`config.mk`:
```
export PLATFORM = sky130hd
export DESIGN_NAME = dvp_frame_buf_sched
export DESIGN_NICKNAME = d
export VERILOG_FILES = /design/src/rtl/dvp_frame_buf_sched.sv
export SDC_FILE = /design/constraint.sdc
export NUM_CORES = 1
export LEC_CHECK = 0
export ABC_AREA = 1
export CAP_MARGIN = 20
export CORE_UTILIZATION = 45
export CTS_CLUSTER_DIAMETER = 120
export DETAILED_ROUTE_END_ITERATION = 8
export PLACE_DENSITY = 0.73
export SYNTH_ARGS = -nofsm -noshare
export SYNTH_HDL_FRONTEND = slang
export SYNTH_SLANG_ARGS = --single-unit
```
`constraint.sdc`:
```
create_clock -name clk -period 7 [get_ports clk]
set_input_delay 1.75 -clock clk [delete_from_list [all_inputs] [get_ports clk]]
set_output_delay 1.75 -clock clk [all_outputs]
set_load 0.05 [all_outputs]
```
`src/rtl/dvp_frame_buf_sched.sv`:
```
// Frame-buffer ring scheduler for the DVP pixel write path: picks the write address per frame,
// gates pixel flow until a buffer is free, and commits/retries frames from the snooped B response.
module dvp_frame_buf_sched #(
  parameter int                    ADDR_W       = 32,
  parameter int                    MST_ID_W     = 5,
  parameter logic [MST_ID_W-1:0]   MST_ID       = 5'h02,
  parameter int                    TRANS_RESP_W = 2,
  parameter int                    BUF_NUM      = 2,
  parameter int                    FRAME_BYTES  = 76800
) (
  input  logic                    clk,
  input  logic                    rst_n,
  input  logic                    cfg_en_i,
  input  logic [ADDR_W-1:0]       cfg_base_addr_i,
  input  logic                    buf_release_i,
  input  logic                    irq_clr_i,
  input  logic                    s_awvalid_i,
  input  logic                    s_awready_i,
  input  logic                    s_wvalid_i,
  input  logic                    s_wready_i,
  input  logic                    s_wlast_i,
  input  logic [MST_ID_W-1:0]     s_bid_i,
  input  logic [TRANS_RESP_W-1:0] s_bresp_i,
  input  logic                    s_bvalid_i,
  input  logic                    s_bready_i,
  output logic [ADDR_W-1:0]       pxl_addr_o,
  output logic                    tx_en_o,
  output logic [2:0]              fill_cnt_o,
  output logic [1:0]              rd_idx_o,
  output logic                    frame_done_o,
  output logic                    frame_err_o,
  output logic                    irq_o
);

  typedef enum logic [2:0] {
    IDLE     = 3'd0,
    WAIT_BUF = 3'd1,
    ARMED    = 3'd2,
    DATA     = 3'd3,
    RESP     = 3'd4
  } state_t;

  state_t            state_q, state_d;
  logic [ADDR_W-1:0] base_q, base_d;
  logic [ADDR_W-1:0] addr_q, addr_d;
  logic [1:0]        wr_idx_q, wr_idx_d;
  logic [1:0]        rd_idx_q, rd_idx_d;
  logic [2:0]        fill_q, fill_d;
  logic              done_q, done_d;
  logic              err_q, err_d;
  logic              irq_q, irq_d;

  logic aw_hsk, wl_hsk, b_hsk, b_ok;
  logic commit, release_ok, buf_free;

  function automatic logic [1:0] idx_inc(input logic [1:0] idx);
    return (idx == 2'(BUF_NUM - 1)) ? 2'd0 : idx + 2'd1;
  endfunction

  function automatic logic [ADDR_W-1:0] buf_addr(input logic [ADDR_W-1:0] base,
                                                 input logic [1:0] idx);
    return base + ADDR_W'(FRAME_BYTES) * ADDR_W'(idx);
  endfunction

  assign aw_hsk     = s_awvalid_i & s_awready_i;
  assign wl_hsk     = s_wvalid_i & s_wready_i & s_wlast_i;
  assign b_hsk      = s_bvalid_i & s_bready_i & (s_bid_i == MST_ID);
  assign b_ok       = (s_bresp_i < TRANS_RESP_W'(2));
  assign buf_free   = (fill_q < 3'(BUF_NUM));
  assign release_ok = buf_release_i & (fill_q != 3'd0);

  always_comb begin
    state_d  = state_q;
    base_d   = base_q;
    addr_d   = addr_q;
    wr_idx_d = wr_idx_q;
    rd_idx_d = rd_idx_q;
    fill_d   = fill_q;
    done_d   = 1'b0;
    err_d    = 1'b0;
    irq_d    = irq_q;
    commit   = 1'b0;

    case (state_q)
      IDLE: begin
        if (cfg_en_i) begin
          base_d  = cfg_base_addr_i;
          addr_d  = buf_addr(cfg_base_addr_i, wr_idx_q);
          state_d = buf_free ? ARMED : WAIT_BUF;
        end
      end
      WAIT_BUF: begin
        if (!cfg_en_i)     state_d = IDLE;
        else if (buf_free) state_d = ARMED;
      end
      ARMED: begin
        if (aw_hsk)         state_d = DATA;
        else if (!cfg_en_i) state_d = IDLE;
      end
      DATA: begin
        if (wl_hsk) state_d = RESP;
      end
      RESP: begin
        if (b_hsk) begin
          commit = b_ok;
          err_d  = ~b_ok;
        end
      end
      default: state_d = IDLE;
    endcase

    if (irq_clr_i) irq_d = 1'b0;
    if (commit) begin
      wr_idx_d = idx_inc(wr_idx_q);
      addr_d   = buf_addr(base_q, idx_inc(wr_idx_q));
      done_d   = 1'b1;
      irq_d    = 1'b1;
    end
    if (release_ok) rd_idx_d = idx_inc(rd_idx_q);

    case ({commit, release_ok})
      2'b10:   fill_d = fill_q + 3'd1;
      2'b01:   fill_d = fill_q - 3'd1;
      default: fill_d = fill_q;
    endcase

    // The exit from RESP looks at the occupancy after this cycle's commit/release.
    if (state_q == RESP && b_hsk) begin
      if (!cfg_en_i)                  state_d = IDLE;
      else if (fill_d == 3'(BUF_NUM)) state_d = WAIT_BUF;
      else                            state_d = ARMED;
    end
  end

  always_ff @(posedge clk or negedge rst_n) begin
    if (!rst_n) begin
      state_q  <= IDLE;
      base_q   <= '0;
      addr_q   <= '0;
      wr_idx_q <= 2'd0;
      rd_idx_q <= 2'd0;
      fill_q   <= 3'd0;
      done_q   <= 1'b0;
      err_q    <= 1'b0;
      irq_q    <= 1'b0;
    end else begin
      state_q  <= state_d;
      base_q   <= base_d;
      addr_q   <= addr_d;
      wr_idx_q <= wr_idx_d;
      rd_idx_q <= rd_idx_d;
      fill_q   <= fill_d;
      done_q   <= done_d;
      err_q    <= err_d;
      irq_q    <= irq_d;
    end
  end

  assign pxl_addr_o   = addr_q;
  assign tx_en_o      = (state_q == ARMED) || (state_q == DATA);
  assign fill_cnt_o   = fill_q;
  assign rd_idx_o     = rd_idx_q;
  assign frame_done_o = done_q;
  assign frame_err_o  = err_q;
  assign irq_o        = irq_q;

endmodule

```
==> summary.md <==
| Metric | Value |
|---|---|
| Outcome | `finished clean` |
| Worst R2R Setup Slack | `3890 ps` |
| Wire length per cell | `14.1 um` |
| Power Density | `390 mW/mm^2` |
| CP Max Fanout | `42` |
| Total power | `2520 uW` |
| Syn-to-layout area delta | `24.1%` |
| Drt first pass iters | `5` |
| CP Class | `in -> reg` |
| YS warnings | `0` |
| Multi-input logic area | `roughly 0.0028 mm^2` |
| Worst reg2reg endpoint | `state_q[1]$_DFFE_PN0P_` |
| GRT overflow | `0` |
| Iter 0 DRT Violations | `283` |
| Hold EP | `base_q[8]$_DFFE_PN0P_` |
| CTS hold repair buffers | `0` |
| Commonest non-fill, non-tap cell in the layout | `nand2_1` |
| Final hold viol count | `0` |
| Synth Register Bits | `slightly below 80` |
| Depth of the worst hold-timing path | `2` |
| DIE HEIGHT | `110 um` |
| Critical path required time | `around 7200 ps` |
| Final ANT Viol Nets | `0` |
| Post-Route Setup TNS | `0 ps` |
| R2R cell count | `15` |
| Residual DRC | `0` |
| DR vias | `5211` |
| Final Core Density | `0.585` |
| Post-Syn Nets | `859` |
| Vias per inst | `~5.2` |
| Worst-Skew Late Latency | `340 ps` |
| Slew Viols, Final | `0` |
| DRT Wirelength | `14200 um` |
| CTS tree | `done` |
| Simple-gate area share of the yosys netlist | `0.390` |
| Synth Area in XOR/XNOR | `0.0253` |
| Seq/Total Area, Yosys | `0.370` |
| CTS Buf Count | `9` |
| Pin slew with the least headroom to its limit | `about 1000 ps` |
| Relative slew slack | `0.333` |
| Row count | `38` |
| Period minus WS final | `4480 ps` |
| Clock Skew | `between 6 and 7 ps` |
| Leakage power | `roughly 0.0034 uW` |
| Worst hold path class | `reg -> reg` |
| Fill cells | `1031` |
| Synthesized-area fraction occupied by adder cells | `0.0669` |
| Global-route wire length before repair | `24100 um` |
| IO Count | `92` |
| Die area | `between 0.01 and 0.015 mm^2` |
| Worst-path clk slew | `60 ps` |
| Largest family of logic cells by synthesized area | `simple AND/OR/NAND/NOR gates` |
| Post-route cell area | `approximately 0.0065 mm^2` |
| FF+latch area | `0.00193 mm^2` |
| Post-CTS setup buffer count | `0` |
| Crit path arrival time | `about 4700 ps` |
| Mux cell area share after synthesis | `0` |
| Commonest cells after routing, fill and taps aside | `nand2_1 (316), inv_1 (92), clkdlybuf4s50_1 (89), nand3_1 (77), dfrtp_1 (77)` |
| PostCTS Resize Cnt | `0` |
| Critical path startpoint category | `primary input` |
| Setup-failing EPs final | `0` |
| Total core area | `0.0110 mm^2` |
| Max-cap violations | `0` |
| CTS root buf | `clkbuf_16` |
| Initial Utilization | `0.472` |
| FMAX | `around 220 MHz` |
| Largest net degree at the start of global routing | `78` |
| Fin crit share | `0.640` |
| Vias in the first global route | `5227` |
| CTS Sinks | `77` |
| Total track usage | `0.261` |
| Dpl cell area | `0.00618 mm^2` |
| Final GP Congestion | `0.938` |
| Compound-gate portion of the synthesized area | `0.0580` |
| Chip width | `110 um` |
| H-tree levels | `3` |
| Critical R2R Launch | `state_q[0]$_DFFE_PN0P_` |
| Hold Crit Start | `base_q[8]$_DFFE_PN0P_` |
| RSZ-0062 raised after global routing | `false` |
| Initial antenna violation count | `0` |
| Placed wire-length estimate | `10600 um` |
| Port Buf Inserts | `90` |
| Syn_area_per_cell | `6.65 um^2` |
| Fin nets | `about 940` |
| Synthesized area | `0.00520 mm^2` |
| Max clock buf depth | `2` |
| Layout cells sized above 1 | `0.0344` |
| VDD IR max | `0.266 mV` |
| ANT cells | `0` |
| Worst setup EP type | `register` |
| Cell variety after synth | `32` |
| Gate Count Post-Synth | `782` |
worst max-delay path by stage:
stage,depth (start not counted),start,slack [ps],to
global placement,15,s_bvalid_i,2260,state_q[1]$_DFFE_PN0P_
finish,15,s_bvalid_i,2520,state_q[1]$_DFFE_PN0P_
floorplan,16,s_bid_i[0],3340,state_q[1]$_DFFE_PN0P_
global route,16,s_bid_i[0],2140,state_q[1]$_DFFE_PN0P_
CTS,15,s_bvalid_i,2540,state_q[1]$_DFFE_PN0P_
detailed placement,15,s_bvalid_i,2200,state_q[1]$_DFFE_PN0P_
cell usage after synthesis:
cell type	count	area (um^2)
a21o_1	1	7.51
a21oi_1	17	85.1
a31oi_1	2	12.5
and2_1	1	6.26
buf_2	11	55.1
buf_4	2	15.0
buf_6	2	22.5
clkbuf_1	2	7.51
dfrtp_1	77	1930
fa_1	3	60.1
ha_1	23	288
inv_1	92	345
inv_2	6	22.5
nand2_1	316	1190
nand2_2	3	18.8
nand3_1	77	385
nand3b_1	4	30.0
nand4_1	8	50.1
nand4_2	1	12.5
nor2_1	68	255
nor2_2	1	6.26
nor2_4	1	11.3
nor3_1	9	45.0
nor3b_1	1	7.51
o211ai_1	2	15.0
o21a_1	1	7.51
o21ai_0	31	155
o21ai_1	2	10.0
o221ai_1	1	8.76
or2_2	2	12.5
xnor2_1	4	35.0
xor2_1	11	96.3
cell families (layout without fill, tap and decap cells):
group | count (synthesis) | count (layout)
xor gates and xnor gates | 15 | 15
and+or+nand+nor | 492 | 492
AOI/OAI and AO/OA | 57 | 57
adders and majority gates | 26 | 26
buffers and inverters | 115 | 204
DFF | 77 | 77
worst max-delay path, cell delays in order:
cell	delay (ps)
clkdlybuf4s50_1	450
nand2_1	50
nor2_1	150
nand4_2	170
inv_2	80
nand2_2	460
ha_1	440
inv_1	100
fa_1	420
o21ai_0	240
nand3b_1	150
nand2_1	80
nand2_1	50
nand2_1	50
nand2_1	40
routing by layer:
| layer | up-vias | share of wire | global-route usage |
|---|---|---|---|
| li1 | 2628 | - | - |
| met1 | 2405 | 0.43 | 0.315 |
| met2 | 158 | 0.49 | 0.460 |
| met3 | 20 | 0.065 | 0.0474 |
| met4 | 0 | 0.020 | 0.101 |
| met5 | - | 0 | 0 |
state kept, by name, summed over array words and instances, names as in the netlist:
| name | cells |
|---|---|
| irq_o | 1 |
| base_q | 32 |
| frame_err_o | 1 |
| frame_done_o | 1 |
| state_q | 3 |
| pxl_addr_o | 32 |
| rd_idx_o | 2 |
| wr_idx_q | 2 |
| fill_cnt_o | 3 |
power by group:
group          internal [uW]  total (uW)  switching [uW]
Combinational            417        1280             861
Sequential               646         794             147
Clock                    252         444             192
area by class of cell:
cell class / count / area share
repair buffers: 90 / 0.139
flip-flops and latches: 77 / 0.298
multi-input cells: 590 / 0.435
inverters: 98 / 0.0570
clock inverters: 4 / 0.00504
clock buffers: 12 / 0.0382
well taps: 140 / 0.0271
stage by stage:
step	hold WS [ps]	worst slack, ps	cells
after floorplan	444	3340	782
after global placement	455	2260	995
after detailed placement	460	2200	995
after CTS	477	2540	1011
after global routing	498	2140	1011
final	476	2520	1011
Power figures use the tool's default switching activity.
